$ cat config.mk
export PLATFORM = sky130hd
export DESIGN_NAME = fetch_queue_flat
export DESIGN_NICKNAME = d
export VERILOG_FILES = /design/src/rtl/fetch_queue_if.sv /design/src/rtl/fetch_queue.sv /design/src/flat_wrapper.sv
export SDC_FILE = /design/constraint.sdc
export NUM_CORES = 1
export LEC_CHECK = 0
export CORE_MARGIN = 5
export CORE_UTILIZATION = 54
export DETAILED_ROUTE_END_ITERATION = 6
export GPL_ROUTABILITY_DRIVEN = 0
export GPL_TIMING_DRIVEN = 0
export PLACE_DENSITY = 0.86
export SYNTH_ARGS = -nofsm -noshare
export SYNTH_HDL_FRONTEND = slang
export SYNTH_SLANG_ARGS = --single-unit
$ cat constraint.sdc
create_clock -name clk -period 3.7 [get_ports clk]
set_input_delay 0.925 -clock clk [delete_from_list [all_inputs] [get_ports clk]]
set_output_delay 0.925 -clock clk [all_outputs]
set_load 0.01 [all_outputs]
$ cat src/rtl/fetch_queue_if.sv
// Fetch-queue handshake bundle: redirect in, ROM address/data, and decoder dequeue side.
// The master modport is the fetch_queue view; slave is the surrounding core/testbench.
interface fetch_queue_if #(
  parameter int XLEN  = 32,
  parameter int DEPTH = 4
);
  localparam int CW = $clog2(DEPTH + 1);

  logic            redirect;
  logic [XLEN-1:0] redirectAddr;
  logic [XLEN-1:0] imemAddr;
  logic            imemReq;
  logic [XLEN-1:0] imemData;
  logic            deqReady;
  logic            deqValid;
  logic [XLEN-1:0] deqInst;
  logic [XLEN-1:0] deqPc;
  logic [CW-1:0]   count;

  modport master (
    input  redirect, redirectAddr, imemData, deqReady,
    output imemAddr, imemReq, deqValid, deqInst, deqPc, count
  );

  modport slave (
    output redirect, redirectAddr, imemData, deqReady,
    input  imemAddr, imemReq, deqValid, deqInst, deqPc, count
  );
endinterface

$ cat src/rtl/fetch_queue.sv
// Instruction fetch stage: owns the PC and buffers up to DEPTH {pc, inst} pairs; 1-cycle fetch-to-head.
// Decode stalls via deqReady=0; fetch continues until full, then PC holds; redirect flushes everything.
module fetch_queue #(
  parameter int              XLEN     = 32,
  parameter int              DEPTH    = 4,
  parameter logic [XLEN-1:0] RESET_PC = '0,
  parameter logic [XLEN-1:0] NOP_INST = 32'h00000013
) (
  input  logic         clk,
  input  logic         reset,
  fetch_queue_if.master bus
);
  localparam int PW = $clog2(DEPTH);
  localparam int CW = $clog2(DEPTH + 1);
  localparam logic [CW-1:0] DEPTH_C = CW'(DEPTH);

  logic [XLEN-1:0] pc_q, pc_d;
  logic [PW-1:0]   rd_ptr_q, rd_ptr_d;
  logic [PW-1:0]   wr_ptr_q, wr_ptr_d;
  logic [CW-1:0]   count_q, count_d;
  logic [XLEN-1:0] ent_pc_q   [DEPTH];
  logic [XLEN-1:0] ent_inst_q [DEPTH];

  logic deq_vld;
  logic pop;
  logic push;
  logic unused_addr_bits;

  // Reset gating keeps the head invisible during the reset cycle even if the queue held entries.
  assign deq_vld = !reset && (count_q != '0);
  assign pop     = deq_vld && bus.deqReady;
  assign push    = !bus.redirect && !reset && ((count_q < DEPTH_C) || pop);

  assign bus.imemAddr = pc_q;
  assign bus.imemReq  = push;
  assign bus.deqValid = deq_vld;
  assign bus.deqInst  = deq_vld ? ent_inst_q[rd_ptr_q] : NOP_INST;
  assign bus.deqPc    = deq_vld ? ent_pc_q[rd_ptr_q]   : '0;
  assign bus.count    = count_q;

  assign unused_addr_bits = ^bus.redirectAddr[1:0];

  always_comb begin
    pc_d     = pc_q;
    rd_ptr_d = rd_ptr_q;
    wr_ptr_d = wr_ptr_q;
    count_d  = count_q;
    if (reset) begin
      pc_d     = RESET_PC;
      rd_ptr_d = '0;
      wr_ptr_d = '0;
      count_d  = '0;
    end else if (bus.redirect) begin
      pc_d     = {bus.redirectAddr[XLEN-1:2], 2'b00};
      rd_ptr_d = '0;
      wr_ptr_d = '0;
      count_d  = '0;
    end else begin
      if (push) begin
        wr_ptr_d = wr_ptr_q + PW'(1);
        pc_d     = pc_q + XLEN'(4);
      end
      if (pop) begin
        rd_ptr_d = rd_ptr_q + PW'(1);
      end
      case ({push, pop})
        2'b10:   count_d = count_q + CW'(1);
        2'b01:   count_d = count_q - CW'(1);
        default: count_d = count_q;
      endcase
    end
  end

  always_ff @(posedge clk) begin
    pc_q     <= pc_d;
    rd_ptr_q <= rd_ptr_d;
    wr_ptr_q <= wr_ptr_d;
    count_q  <= count_d;
  end

  // Entry storage needs no reset: count gates every read.
  always_ff @(posedge clk) begin
    if (push) begin
      ent_pc_q[wr_ptr_q]   <= pc_q;
      ent_inst_q[wr_ptr_q] <= bus.imemData;
    end
  end

  always_ff @(posedge clk) begin
    if (!reset) begin
      assert (count_q <= DEPTH_C);
      assert (bus.deqValid == (count_q != '0));
    end
  end
endmodule

$ cat src/flat_wrapper.sv
// flat-port wrapper written by rule: the top's interface ports become plain ports
module fetch_queue_flat 
#(
  parameter int              XLEN     = 32,
  parameter int              DEPTH    = 4,
  parameter logic [XLEN-1:0] RESET_PC = '0,
  parameter logic [XLEN-1:0] NOP_INST = 32'h00000013
)
  (clk, reset, bus_redirect, bus_redirectAddr, bus_imemData, bus_deqReady, bus_imemAddr, bus_imemReq, bus_deqValid, bus_deqInst, bus_deqPc, bus_count);
  fetch_queue_if #(.XLEN(XLEN), .DEPTH(DEPTH)) bus_i ();
  input  logic clk;
  input  logic reset;
  input wire logic [$bits(bus_i.redirect)-1:0] bus_redirect;
  input wire logic [$bits(bus_i.redirectAddr)-1:0] bus_redirectAddr;
  input wire logic [$bits(bus_i.imemData)-1:0] bus_imemData;
  input wire logic [$bits(bus_i.deqReady)-1:0] bus_deqReady;
  output wire logic [$bits(bus_i.imemAddr)-1:0] bus_imemAddr;
  output wire logic [$bits(bus_i.imemReq)-1:0] bus_imemReq;
  output wire logic [$bits(bus_i.deqValid)-1:0] bus_deqValid;
  output wire logic [$bits(bus_i.deqInst)-1:0] bus_deqInst;
  output wire logic [$bits(bus_i.deqPc)-1:0] bus_deqPc;
  output wire logic [$bits(bus_i.count)-1:0] bus_count;
  assign bus_i.redirect = bus_redirect;
  assign bus_i.redirectAddr = bus_redirectAddr;
  assign bus_i.imemData = bus_imemData;
  assign bus_i.deqReady = bus_deqReady;
  assign bus_imemAddr = bus_i.imemAddr;
  assign bus_imemReq = bus_i.imemReq;
  assign bus_deqValid = bus_i.deqValid;
  assign bus_deqInst = bus_i.deqInst;
  assign bus_deqPc = bus_i.deqPc;
  assign bus_count = bus_i.count;
  fetch_queue #(.XLEN(XLEN), .DEPTH(DEPTH), .RESET_PC(RESET_PC), .NOP_INST(NOP_INST)) u_core (.clk(clk), .reset(reset), .bus(bus_i));
endmodule
# Word-level counts from Yosys, hierarchy flattened
# Memory sizes are Yosys's and may differ from the RTL's. A register that Yosys moved wholly into a read port is not among the register bits.
# Cells that the tools add are included.
word_totals:
  register_bits: 39
  ram_bits: 256
  memories: 2
memory_table:
  columns: ["name", "words", "word_bits", "read_ports", "rd_clocked_by_memory_dff", "write_ports", "line_no", "source"]
  rows:
  - ["u_core.ent_inst_q", 4, 32, 1, 1, 1, "fetch_queue.sv:22", "logic [XLEN-1:0] ent_inst_q [DEPTH];"]
  - ["u_core.ent_pc_q", 4, 32, 1, 1, 1, "fetch_queue.sv:21", "logic [XLEN-1:0] ent_pc_q [DEPTH];"]
classes:
  addsub: 5
  order_cmp: 1
  eq_ne: 2
  muxes: 11
  reduce_logical: 11
ops:
  columns: ["cell", "n"]
  rows:
  - ["$mux 32", 4]
  - ["$add 32x3->32 const B", 1]
  - ["$mux 2", 4]
  - ["$pmux 3 s2", 1]
  - ["$add 2x1->2 const B", 2]
  - ["$logic_and 1x1->1", 4]
  - ["$reduce_bool 2->1", 2]
  - ["$add 3x1->3 const B", 1]
  - ["$lt 3x3->1 const B", 1]
  - ["$reduce_bool 3->1", 1]
  - ["$sub 3x1->3 const B", 1]
  - ["$eq 2x1->1 const B", 1]
  - ["$eq 2x2->1 const B", 1]
  - ["$logic_not 1->1", 2]
  - ["$mux 1", 2]
  - ["$reduce_or 2->1", 1]
  - ["$logic_or 1x1->1", 1]

# Logic depth before layout (Yosys ltp)
# Gate-level depths: netlist (run 1).
logic_depth:
  depth_word: 7
  ltp_mapped: 10

# Worst setup path after synthesis (run 1)
# No wires, ideal clock.
synth_path:
  kind: "input port to flip-flop"
  startpoint: "input bus_redirect"
  endpoint: "memory u_core.ent_inst_q[0][0], enable pin"
  setup_ns: 0.427
  t_arrival_ns: 3.064
  t_required_ns: 3.273
  slack_ns: 0.209
  stages: 4
  cell_sequence: "buf_6 nor2_1 clkbuf_1 and3_1"
synth_via:
  elab_chain_len: 5
synth_rtl:
  columns: ["item", "line_no", "source"]
  rows:
  - ["from (decl)", "flat_wrapper.sv:13", "input wire logic [$bits(bus_i.redirect)-1:0] bus_redirect;"]
  - ["$logic_not 1->1", "fetch_queue.sv:32", "assign push = !bus.redirect && !reset && ((count_q < DEPTH_C) || pop);"]
  - ["$logic_and 1x1->1 (2 in series)", "fetch_queue.sv:32", null]
  - ["$mux 1", "fetch_queue.sv:83", "if (push) begin"]
  - ["$mux 1 (implied by the code)", "fetch_queue.sv:85", "ent_inst_q[wr_ptr_q] <= bus.imemData;"]
  - ["to (decl)", "fetch_queue.sv:22", null]
# No other way between the ends.

# Worst setup path in the final report (run 1)
layout_path:
  startpoint: "input bus_deqReady"
  endpoint: "output bus_imemReq"
layout_via:
  elab_chain_len: 3
layout_rtl:
  columns: ["item", "line_no", "source"]
  rows:
  - ["from (decl)", "flat_wrapper.sv:16", "input wire logic [$bits(bus_i.deqReady)-1:0] bus_deqReady;"]
  - ["$logic_and 1x1->1", "fetch_queue.sv:31", "assign pop = deq_vld && bus.deqReady;"]
  - ["$logic_or 1x1->1", "fetch_queue.sv:32", null]
  - ["$logic_and 1x1->1", "fetch_queue.sv:32", null]
  - ["to (decl)", "flat_wrapper.sv:18", "output wire logic [$bits(bus_i.imemReq)-1:0] bus_imemReq;"]
# No other way between the ends.

==> impl_metrics.csv, run 1 <==
group,metric,value,unit
place,dpl.hpwl,17.67,mm
place,io_buffers,161,
critical_path,crit_chain,"clkdlybuf4s50_1, nand2b_2, nand2_2, inv_2, clkdlybuf4s50_1",
logic_synthesis,ys.flop_type,"edfxtp_1",
pwr,p_leak,4.771,nW
cts,htree_levels,1,
cts,clock_path_buffers,3,
critical_path,crit_type,"input pin to output port",
sta,final_max_slew_viol_count,0,
global_route,antenna_found_initial,0,
critical_path,setup.worst_path.start_class,"input pin",
global_route,track_usage,0.2162,
global_route,grt.overflow.total,0,
floorplanning,die_x,157.6,um
pwr,vdd_drop_max,0.3759,mV
place,placed_cells,1148,
logic_synthesis,ys_seq_area_frac,0.6991,
sta,setup_viol,0,
floorplanning,start_util,0.5444,
sta,min_period_over_period,0.9787,
cts,clk_latency,0.54,ns
drt,routed_wl,26.81,mm
drt,ant_nets,0,
global_route,grt_pass1_vias,7256,
cts,cts_buffers,29,
cells_and_area,final_cells,1198,
floorplanning,io_pins,169,
sta,tightest_slew,0.6871,ns
logic_synthesis,syn_area,0.01177,mm2
logic_synthesis,netlist.area_leader.share,0.6327,
cells_and_area,layout_common_cells,"edfxtp_1, clkdlybuf4s50_1, and2_1",
drt,first_pass_iters,5,
logic_synthesis,synth_xor_area_frac,0.008185,
cts,cts.sinks,287,
sta,min_period,3.621,ns
critical_path,endpoint_kind,"output port",
global_route,met2_usage,0.3522,
drt,drc_errors,0,
cells_and_area,area_growth_syn_to_layout,25.86,%
drt,wl_per_cell,22.38,um
logic_synthesis,synth_top_family_by_area,"multiplexers",
floorplanning,std_cell_rows,54,
drt,num_vias,7145,
pwr,p_per_area,458.9,mW/mm2
flow_run,maxCapViolCount,0,
cts,clock-root-buffer,"clkbuf_16",
sta,fmax,0.2761,GHz
logic_synthesis,yosys-top-cells-area,"edfxtp_1, mux4_2, dfxtp_1, and2_1, clkbuf_1",
drt,drt-vias-per-instance,5.964,
logic_synthesis,avgSynthCellArea,16.81,um2
sta,finalHoldViolCount,0,
drt,drt_first_iter_violations,646,
critical_path,cp_top_family,"buffers and inverters",
logic_synthesis,synth-simple-area-share,0.1041,
critical_path,critPathBufInv,3,
logic_synthesis,synth_cell_types,52,
floorplanning,die_h,157.6,um
global_route,grt_use_met1,0.3034,
logic_synthesis,synthArstFlopShare,0,
cts,clk_pin_slew,0.06,ns
global_route,top_usage_layer,"met2",
global_route,grt_first_pass_wirelength,41.32,mm
cts,ctsHoldBuffers,0,
logic_synthesis,synth_top_cell_by_area,"edfxtp_1",
sta,grt_setup_unrepaired,"false",
global_route,grt_start_max_net_pins,49,
critical_path,crit_fanout,8,
critical_path,critPathSlowestCell,"clkdlybuf4s50_1",
logic_synthesis,synthCells,700,
logic_synthesis,synth_compound_area_frac,0.03880,
logic_synthesis,synth_edf_count,248,
worst_hold_path,hold_class,"flop to flop",
cells_and_area,final_util,0.6852,
sta,slew_headroom,0.5419,
logic_synthesis,synth_fa_ha_area_frac,0.008079,
run_status,status,"completed",
floorplanning,dieArea,0.02485,mm2
cts,tritoncts,"done",
critical_path,cp.required,2.77,ns
cells_and_area,final_common_cell,"edfxtp_1",
sta,whs,0.5315,ns
critical_path,cp_common_cell,"clkdlybuf4s50_1",
cells_and_area,layout-drive-gt1-share,0.1580,
floorplanning,core,0.02162,mm2
cells_and_area,fin_nets,972,
critical_path,slowest_delay,0.58,ns
logic_synthesis,synth_mux_area_frac,0.1186,
cells_and_area,insertedDiodeCount,0,
logic_synthesis,synth.ff_latch_count,287,
logic_synthesis,yosysWarnings,0,
sta,skew,0.01843,ns
global_route,grtUsageMet3,0.04593,
critical_path,worst_ep_arrival_time,2.70,ns
cells_and_area,fill_cells,1460,
## cell type report
cell class | count | area, um2 | share of cell area
Buffer | 44 | 231.5 | 0.01563
Clock buffer | 36 | 752.0 | 0.05076
Clock inverter | 16 | 130.1 | 0.008784
Inverter | 15 | 56.30 | 0.003801
Multi-Input combinational cell | 354 | 3324 | 0.2244
Sequential cell | 287 | 8229 | 0.5555
Tap cell | 280 | 350.3 | 0.02365
Timing Repair Buffer | 166 | 1740 | 0.1175
## flip-flops by register name, indices dropped and copies added (netlist names), named ones only
name	flops
u_core.bus.imemAddr	30
u_core.bus.count	3
u_core.ent_inst_q	128
u_core.rd_ptr_q	2
u_core.wr_ptr_q	2
u_core.ent_pc_q	120
## what timing repair did
item,4_1_cts,5_1_grt
buffers inserted,1,0
resized for setup,24,3
setup endpoints to repair,62,6
pin swaps,1,0
## per-stage QoR
step	total power, mW	instance area, um2	setup WS (ns)	TNS, ns
global placement	4.117	13740	-1.688	-444.79
finish	6.798	14810	0.07870	0
detailed placement	4.135	13870	-0.6024	-32.74
global route	7.030	14810	0.001724	0
CTS	6.837	14810	0.06326	0
floorplan	3.889	11780	0.2092	0
## cell usage after synthesis, types with 5 or more instances
cell type / n
a211oi_1: 6
a21oi_1: 8
a311oi_1: 12
and2_1: 63
and3_1: 10
and4_1: 11
buf_2: 8
buf_4: 5
clkbuf_1: 32
dfxtp_1: 39
edfxtp_1: 248
ha_1: 6
inv_1: 15
mux4_2: 62
nand2_1: 19
nand3_1: 15
nand4_1: 15
nor2_1: 31
o211ai_1: 5
o21ai_0: 6
o31ai_1: 9
or3_1: 9
or4_1: 10
xnor2_1: 7
## worst paths after layout
check / depth (start not counted) / to / slack [ns] / start
hold reg to reg: 2 / u_core.wr_ptr_q[1] / 0.53 / u_core.wr_ptr_q[1]
setup / recovery: 5 / bus_imemReq / 0.08 / bus_deqReady
setup reg to reg: 9 / u_core.bus.count[2] / 0.99 / u_core.bus.count[2]
hold / removal: 2 / u_core.wr_ptr_q[1] / 0.53 / u_core.wr_ptr_q[1]
## worst reg2reg max path, delay by kind of cell (launching register included)
family,cells,cell delay (ns)
and+or+nand+nor,3,0.73
adders and majority gates,2,0.65
buffers and inverters,2,0.52
DFF,1,0.45
xor gates and xnor gates,1,0.15
AOI/OAI and AO/OA,1,0.14
## logic make-up after synthesis
| family | Yosys count |
|---|---|
| compound gates | 62 |
| xor+xnor | 11 |
| fa+ha+maj | 7 |
| buf+inv | 62 |
| flops | 287 |
| mux | 62 |
| other cells | 1 |
| simple gates | 208 |
## layer usage
| layer | routed length (um) | up-vias |
|---|---|---|
| met3 | 2591 | 49 |
| met5 | 0 | - |
| met1 | 10560 | 3548 |
| met2 | 13050 | 373 |
| li1 | - | 3175 |
| met4 | 606 | 0 |
## report_power, final
part / internal, mW / switching, mW
Combinational: 0.209 / 0.187
Sequential: 3.60 / 0.0758
Clock: 1.57 / 1.15
Power figures use the tool's default switching activity.
==> run 2: changes to the inputs <==
==> constraint.sdc (replaced) <==
create_clock -name clk -period 3.7 [get_ports clk]
set_input_delay 0.74 -clock clk [delete_from_list [all_inputs] [get_ports clk]]
set_output_delay 0.74 -clock clk [all_outputs]
set_load 0.01 [all_outputs]
==> impl_metrics.csv, run 2 (synthesis gave the netlist of run 1 again) <==
group,metric,value,unit
run_status,status,"completed",
sta,grt_setup_unrepaired,"true",
place,post-place-ws,-0.2324,ns
sta,finalHoldViolCount,0,
place,dpl.hpwl,17.67,mm
global_route,antenna_found_initial,0,
worst_hold_path,min_to,"u_core.wr_ptr_q[1]",
critical_path,critPathSlowestCell,"clkdlybuf4s50_1",
drt,drt_first_iter_violations,698,
sta,min_period,3.655,ns
global_route,grt_first_pass_wirelength,41.39,mm
worst_hold_path,hold_class,"flop to flop",
drt,num_vias,7127,
place,postPlaceCellArea,0.01387,mm2
critical_path,reg2reg_from,"u_core.bus.count[2]",
sta,final_max_slew_viol_count,0,
pwr,intPower,5.382,mW
drt,ant_nets,0,
drt,drc_errors,0,
floorplanning,std_cell_rows,54,
pwr,clock_power_share,0.401,
worst_hold_path,hp-start,"u_core.wr_ptr_q[1]",
critical_path,cp_common_cell,"clkdlybuf4s50_1",
cells_and_area,final_common_cell,"edfxtp_1",
worst_hold_path,hold_depth,2,
floorplanning,core,0.02162,mm2
cells_and_area,fin_area,0.01479,mm2
global_route,track_usage,0.2164,
cells_and_area,area_growth_syn_to_layout,25.62,%
floorplanning,die_h,157.6,um
sta,min_period_over_period,0.9877,
drt,drt-vias-per-instance,5.949,
cts,htree_levels,1,
sta,skew,0.02059,ns
floorplanning,die_x,157.6,um
pwr,combPwrFrac,0.058,
sta,tightest_slew,0.6723,ns
global_route,grt_start_max_net_pins,49,
cells_and_area,regMostFlops,"u_core.ent_inst_q",
floorplanning,io_pins,169,
cells_and_area,insertedDiodeCount,0,
critical_path,setup.worst_path.start_class,"input pin",
cts,cts_buffers,29,
flow_run,maxCapViolCount,0,
cts,clk_pin_slew,0.06,ns
pwr,pwr-share-seq,0.541,
drt,wl_per_cell,22.32,um
pwr,p_leak,4.753,nW
critical_path,slowest_delay,0.63,ns
cells_and_area,layout-drive-gt1-share,0.1514,
cts,clock-root-buffer,"clkbuf_16",
cts,clk_latency,0.55,ns
cts,cts.sinks,287,
sta,setup_ws,0.04549,ns
global_route,grt_pass1_vias,7263,
cts,tritoncts,"done",
cells_and_area,fill_cells,1462,
critical_path,cp.required,2.96,ns
critical_path,worst_ep_arrival_time,2.91,ns
critical_path,crit_chain,"clkdlybuf4s50_1, nor2_4, clkbuf_1, and2_1, clkdlybuf4s50_1",
drt,first_pass_iters,6,
critical_path,crit_type,"input pin to output port",
critical_path,reg2reg_to,"u_core.bus.count[2]",
cts,clock_path_buffers,3,
cells_and_area,final_util,0.6839,
critical_path,endpoint_kind,"output port",
pwr,p_switching,1.414,mW
pwr,power,6.796,mW
critical_path,r2r_setup_slack,0.89,ns
critical_path,crit_fanout,10,
pwr,p_per_area,459.6,mW/mm2
sta,fmax,0.2736,GHz
sta,setup_viol,0,
pwr,swShare,0.2081,
floorplanning,dieArea,0.02485,mm2
cells_and_area,largest_reg_flops,128,
sta,slew_headroom,0.5518,
cells_and_area,layout_common_cells,"edfxtp_1, clkdlybuf4s50_1, and2_1",
critical_path,rr_worst_depth,10,
pwr,vdd_drop_max,0.3757,mV
cts,post_cts.repair.setup_buffers,0,
global_route,grt.overflow.total,0,
critical_path,cp_top_family,"buffers and inverters",
critical_path,critPathBufInv,3,
place,io_buffers,161,
cells_and_area,fin_nets,972,
drt,routed_wl,26.74,mm
floorplanning,start_util,0.5444,
-- run 2: changes by cell type in the layout (fill, tap and decap cells not counted), sizes merged --
cell,change
buf,-1
clkdlybuf4s50,+1
dlygate4sd2,-1
clkbuf,+1
-- run 2: worst min-delay path, delay by kind of cell (launching register included) --
family,cells,cell delay (ns)
and+or+nand+nor,1,0.07
AOI/OAI and AO/OA,1,0.06
DFF,1,0.35
-- run 2: repair_timing --
item,CTS,global route
gates resized for setup,7,17
setup endpoints to repair,61,56
hold buffers,0,0
-- run 2: power groups by stage --
stage / Clock (mW) / Sequential [mW] / Combinational, mW
after global placement: 0 / 3.74 / 0.375
after floorplan: 0 / 3.73 / 0.160
after CTS: 2.76 / 3.68 / 0.395
after global routing: 2.92 / 3.69 / 0.423
final: 2.72 / 3.68 / 0.394
after detailed placement: 0 / 3.74 / 0.391
-- run 2: how the worst max path moves through the flow --
stage	slack [ns]	cells past startpoint	end	startpoint
floorplan	0.39	4	u_core.ent_inst_q[0][0]	bus_redirect
detailed placement	-0.23	5	bus_deqPc[21]	reset
CTS	0.0007	5	bus_deqInst[22]	flop
global placement	-1.50	5	u_core.ent_inst_q[2][3]	bus_deqReady
finish	0.05	5	bus_deqPc[21]	reset
global route	-0.003	5	bus_deqPc[22]	reset
-- run 2: final cells by class --
cell class / count / area, um2 / area share
Buffer: 45 / 226.5 / 0.01532
Tap cell: 280 / 350.3 / 0.02369
Inverter: 15 / 56.30 / 0.003808
Clock buffer: 36 / 752.0 / 0.05086
Sequential cell: 287 / 8229 / 0.5566
Timing Repair Buffer: 165 / 1722 / 0.1164
Clock inverter: 16 / 130.1 / 0.008801
Multi-Input combinational cell: 354 / 3319 / 0.2245
-- run 2: stage by stage --
stage | setup TNS (ns) | instances | hold slack [ns]
floorplan | 0 | 703 | 0.4647
global placement | -376.21 | 1144 | 0.4774
detailed placement | -10.11 | 1148 | 0.5110
CTS | 0 | 1199 | 0.5173
global route | -0.003282 | 1198 | 0.5455
finish | 0 | 1198 | 0.5281
-- run 2: per-layer routing --
layer	track usage	vias to the layer above	part of all wire
li1	-	3174	-
met1	0.3048	3511	0.39
met3	0.04593	45	0.099
met4	0.05080	0	0.018
met5	0	-	0
met2	0.3527	397	0.49
==> run 3: changes to the inputs <==
--- a/config.mk
+++ b/config.mk
@@ -10,7 +10,7 @@
 export DETAILED_ROUTE_END_ITERATION = 6
 export GPL_ROUTABILITY_DRIVEN = 0
 export GPL_TIMING_DRIVEN = 0
-export PLACE_DENSITY = 0.86
+export PLACE_DENSITY = 0.89
 export SYNTH_ARGS = -nofsm -noshare
 export SYNTH_HDL_FRONTEND = slang
 export SYNTH_SLANG_ARGS = --single-unit
==> impl_metrics.csv, run 3 (synthesis gave the netlist of run 1 again) <==
group,metric,value,unit
run_status,status,"completed",
pwr,p_switching,1.419,mW
pwr,vdd_drop_max,0.3161,mV
cts,tritoncts,"done",
place,dpl.hpwl,17.86,mm
cells_and_area,regMostFlops,"u_core.ent_inst_q",
sta,final_max_slew_viol_count,0,
global_route,antenna_found_initial,0,
sta,skew,0.01276,ns
critical_path,worst_ep_arrival_time,2.83,ns
cts,clock_path_buffers,3,
cts,ctsHoldBuffers,0,
place,io_buffers,161,
drt,num_vias,7144,
cells_and_area,fin_nets,972,
critical_path,setup.worst_path.start_class,"input pin",
pwr,swShare,0.2047,
worst_hold_path,hold_depth,2,
sta,min_period,3.569,ns
floorplanning,std_cell_rows,54,
pwr,clock_power_share,0.413,
pwr,intPower,5.514,mW
floorplanning,die_h,157.6,um
cts,clock-root-buffer,"clkbuf_16",
floorplanning,die_x,157.6,um
cells_and_area,fill_cells,1416,
floorplanning,start_util,0.5444,
floorplanning,core,0.02162,mm2
pwr,p_leak,4.787,nW
cts,cts_buffers,29,
critical_path,rr_worst_depth,10,
cts,clk_pin_slew,0.06,ns
cells_and_area,area_growth_syn_to_layout,26.03,%
cts,cts.sinks,287,
critical_path,crit_fanout,10,
worst_hold_path,hold_class,"flop to flop",
sta,min_period_over_period,0.9646,
pwr,combPwrFrac,0.057,
cts,clk_latency,0.53,ns
global_route,grt_first_pass_wirelength,41.88,mm
cells_and_area,insertedDiodeCount,0,
floorplanning,io_pins,169,
cells_and_area,fin_area,0.01483,mm2
flow_run,maxCapViolCount,0,
cts,htree_levels,1,
sta,grt_setup_unrepaired,"false",
drt,drt_first_iter_violations,576,
global_route,grt_start_max_net_pins,48,
cells_and_area,layout_common_cells,"edfxtp_1, clkdlybuf4s50_1, and2_1",
cells_and_area,layout-drive-gt1-share,0.1558,
place,postPlaceCellArea,0.01387,mm2
critical_path,cp.required,2.96,ns
pwr,p_per_area,467.4,mW/mm2
drt,wl_per_cell,22.67,um
floorplanning,dieArea,0.02485,mm2
place,placed_cells,1148,
sta,tightest_slew,0.9634,ns
drt,drt-vias-per-instance,5.963,
cells_and_area,largest_reg_flops,128,
global_route,grt_pass1_vias,7396,
drt,ant_nets,0,
sta,slew_headroom,0.3528,
global_route,grt.overflow.total,0,
sta,fmax,0.2802,GHz
sta,setup_viol,0,
sta,finalHoldViolCount,0,
drt,first_pass_iters,6,
drt,drc_errors,0,
global_route,track_usage,0.2194,
critical_path,endpoint_kind,"output port",
pwr,pwr-share-seq,0.530,
cells_and_area,final_common_cell,"edfxtp_1",
critical_path,crit_type,"input pin to output port",
cells_and_area,final_cells,1198,
drt,routed_wl,27.15,mm
run 3: final timing paths:
| kind | startpoint | end | slack (ns) |
|---|---|---|---|
| hold / removal | u_core.wr_ptr_q[1] | u_core.wr_ptr_q[1] | 0.50 |
| setup reg to reg | u_core.bus.count[2] | u_core.bus.count[2] | 0.87 |
| setup / recovery | reset | bus_deqInst[22] | 0.13 |
| hold reg to reg | u_core.wr_ptr_q[1] | u_core.wr_ptr_q[1] | 0.50 |
run 3: power by group through the flow:
stage,combinational (mW),clock [mW],sequential (mW)
finish,0.395,2.86,3.68
global route,0.423,3.07,3.68
CTS,0.397,2.91,3.67
detailed placement,0.393,0,3.74
global placement,0.375,0,3.74
floorplan,0.160,0,3.73
run 3: timing repair:
action,4_1_cts,5_1_grt
buffers inserted,0,0
endpoints found under the setup margin,62,32
gates resized for setup,11,9
pin swaps,0,0
run 3: area by class of cell:
| cell class | count | area (um2) | area share |
|---|---|---|---|
| sequential | 287 | 8229 | 0.5547 |
| multi-input combinational | 354 | 3314 | 0.2234 |
| timing repair buffer | 165 | 1714 | 0.1156 |
| clock buffer | 41 | 833.3 | 0.05617 |
| tap | 280 | 350.3 | 0.02362 |
| buffer | 45 | 226.5 | 0.01527 |
| clock inverter | 11 | 110.1 | 0.007422 |
| inverter | 15 | 56.30 | 0.003796 |
run 3: stage by stage:
step / setup slack, ns / utilization / power (mW) / setup TNS, ns / hold WS [ns]
global route: 0.01872 / 0.6861 / 7.178 / 0 / 0.5220
global placement: -1.492 / 0.6356 / 4.116 / -372.68 / 0.4791
finish: 0.1310 / 0.6861 / 6.933 / 0 / 0.4961
detailed placement: -0.2842 / 0.6413 / 4.136 / -10.34 / 0.4840
CTS: 0.008698 / 0.6856 / 6.979 / 0 / 0.4923
floorplan: 0.3942 / - / 3.889 / 0 / 0.4647
run 3: per-layer routing:
metal  up-vias  global-route usage  part of all wire
met5         -                   0                 0
met4         0             0.06555             0.027
met3        53             0.03609             0.085
met2       371              0.3545              0.48
met1      3542              0.3125              0.41
li1       3178                   -                 -
run 3: critical path, stage by stage:
cell and delay [ns]:
clkdlybuf4s50_1 0.60, nor2_4 0.35, clkbuf_1 0.36, and2_1 0.22, clkdlybuf4s50_1 0.55
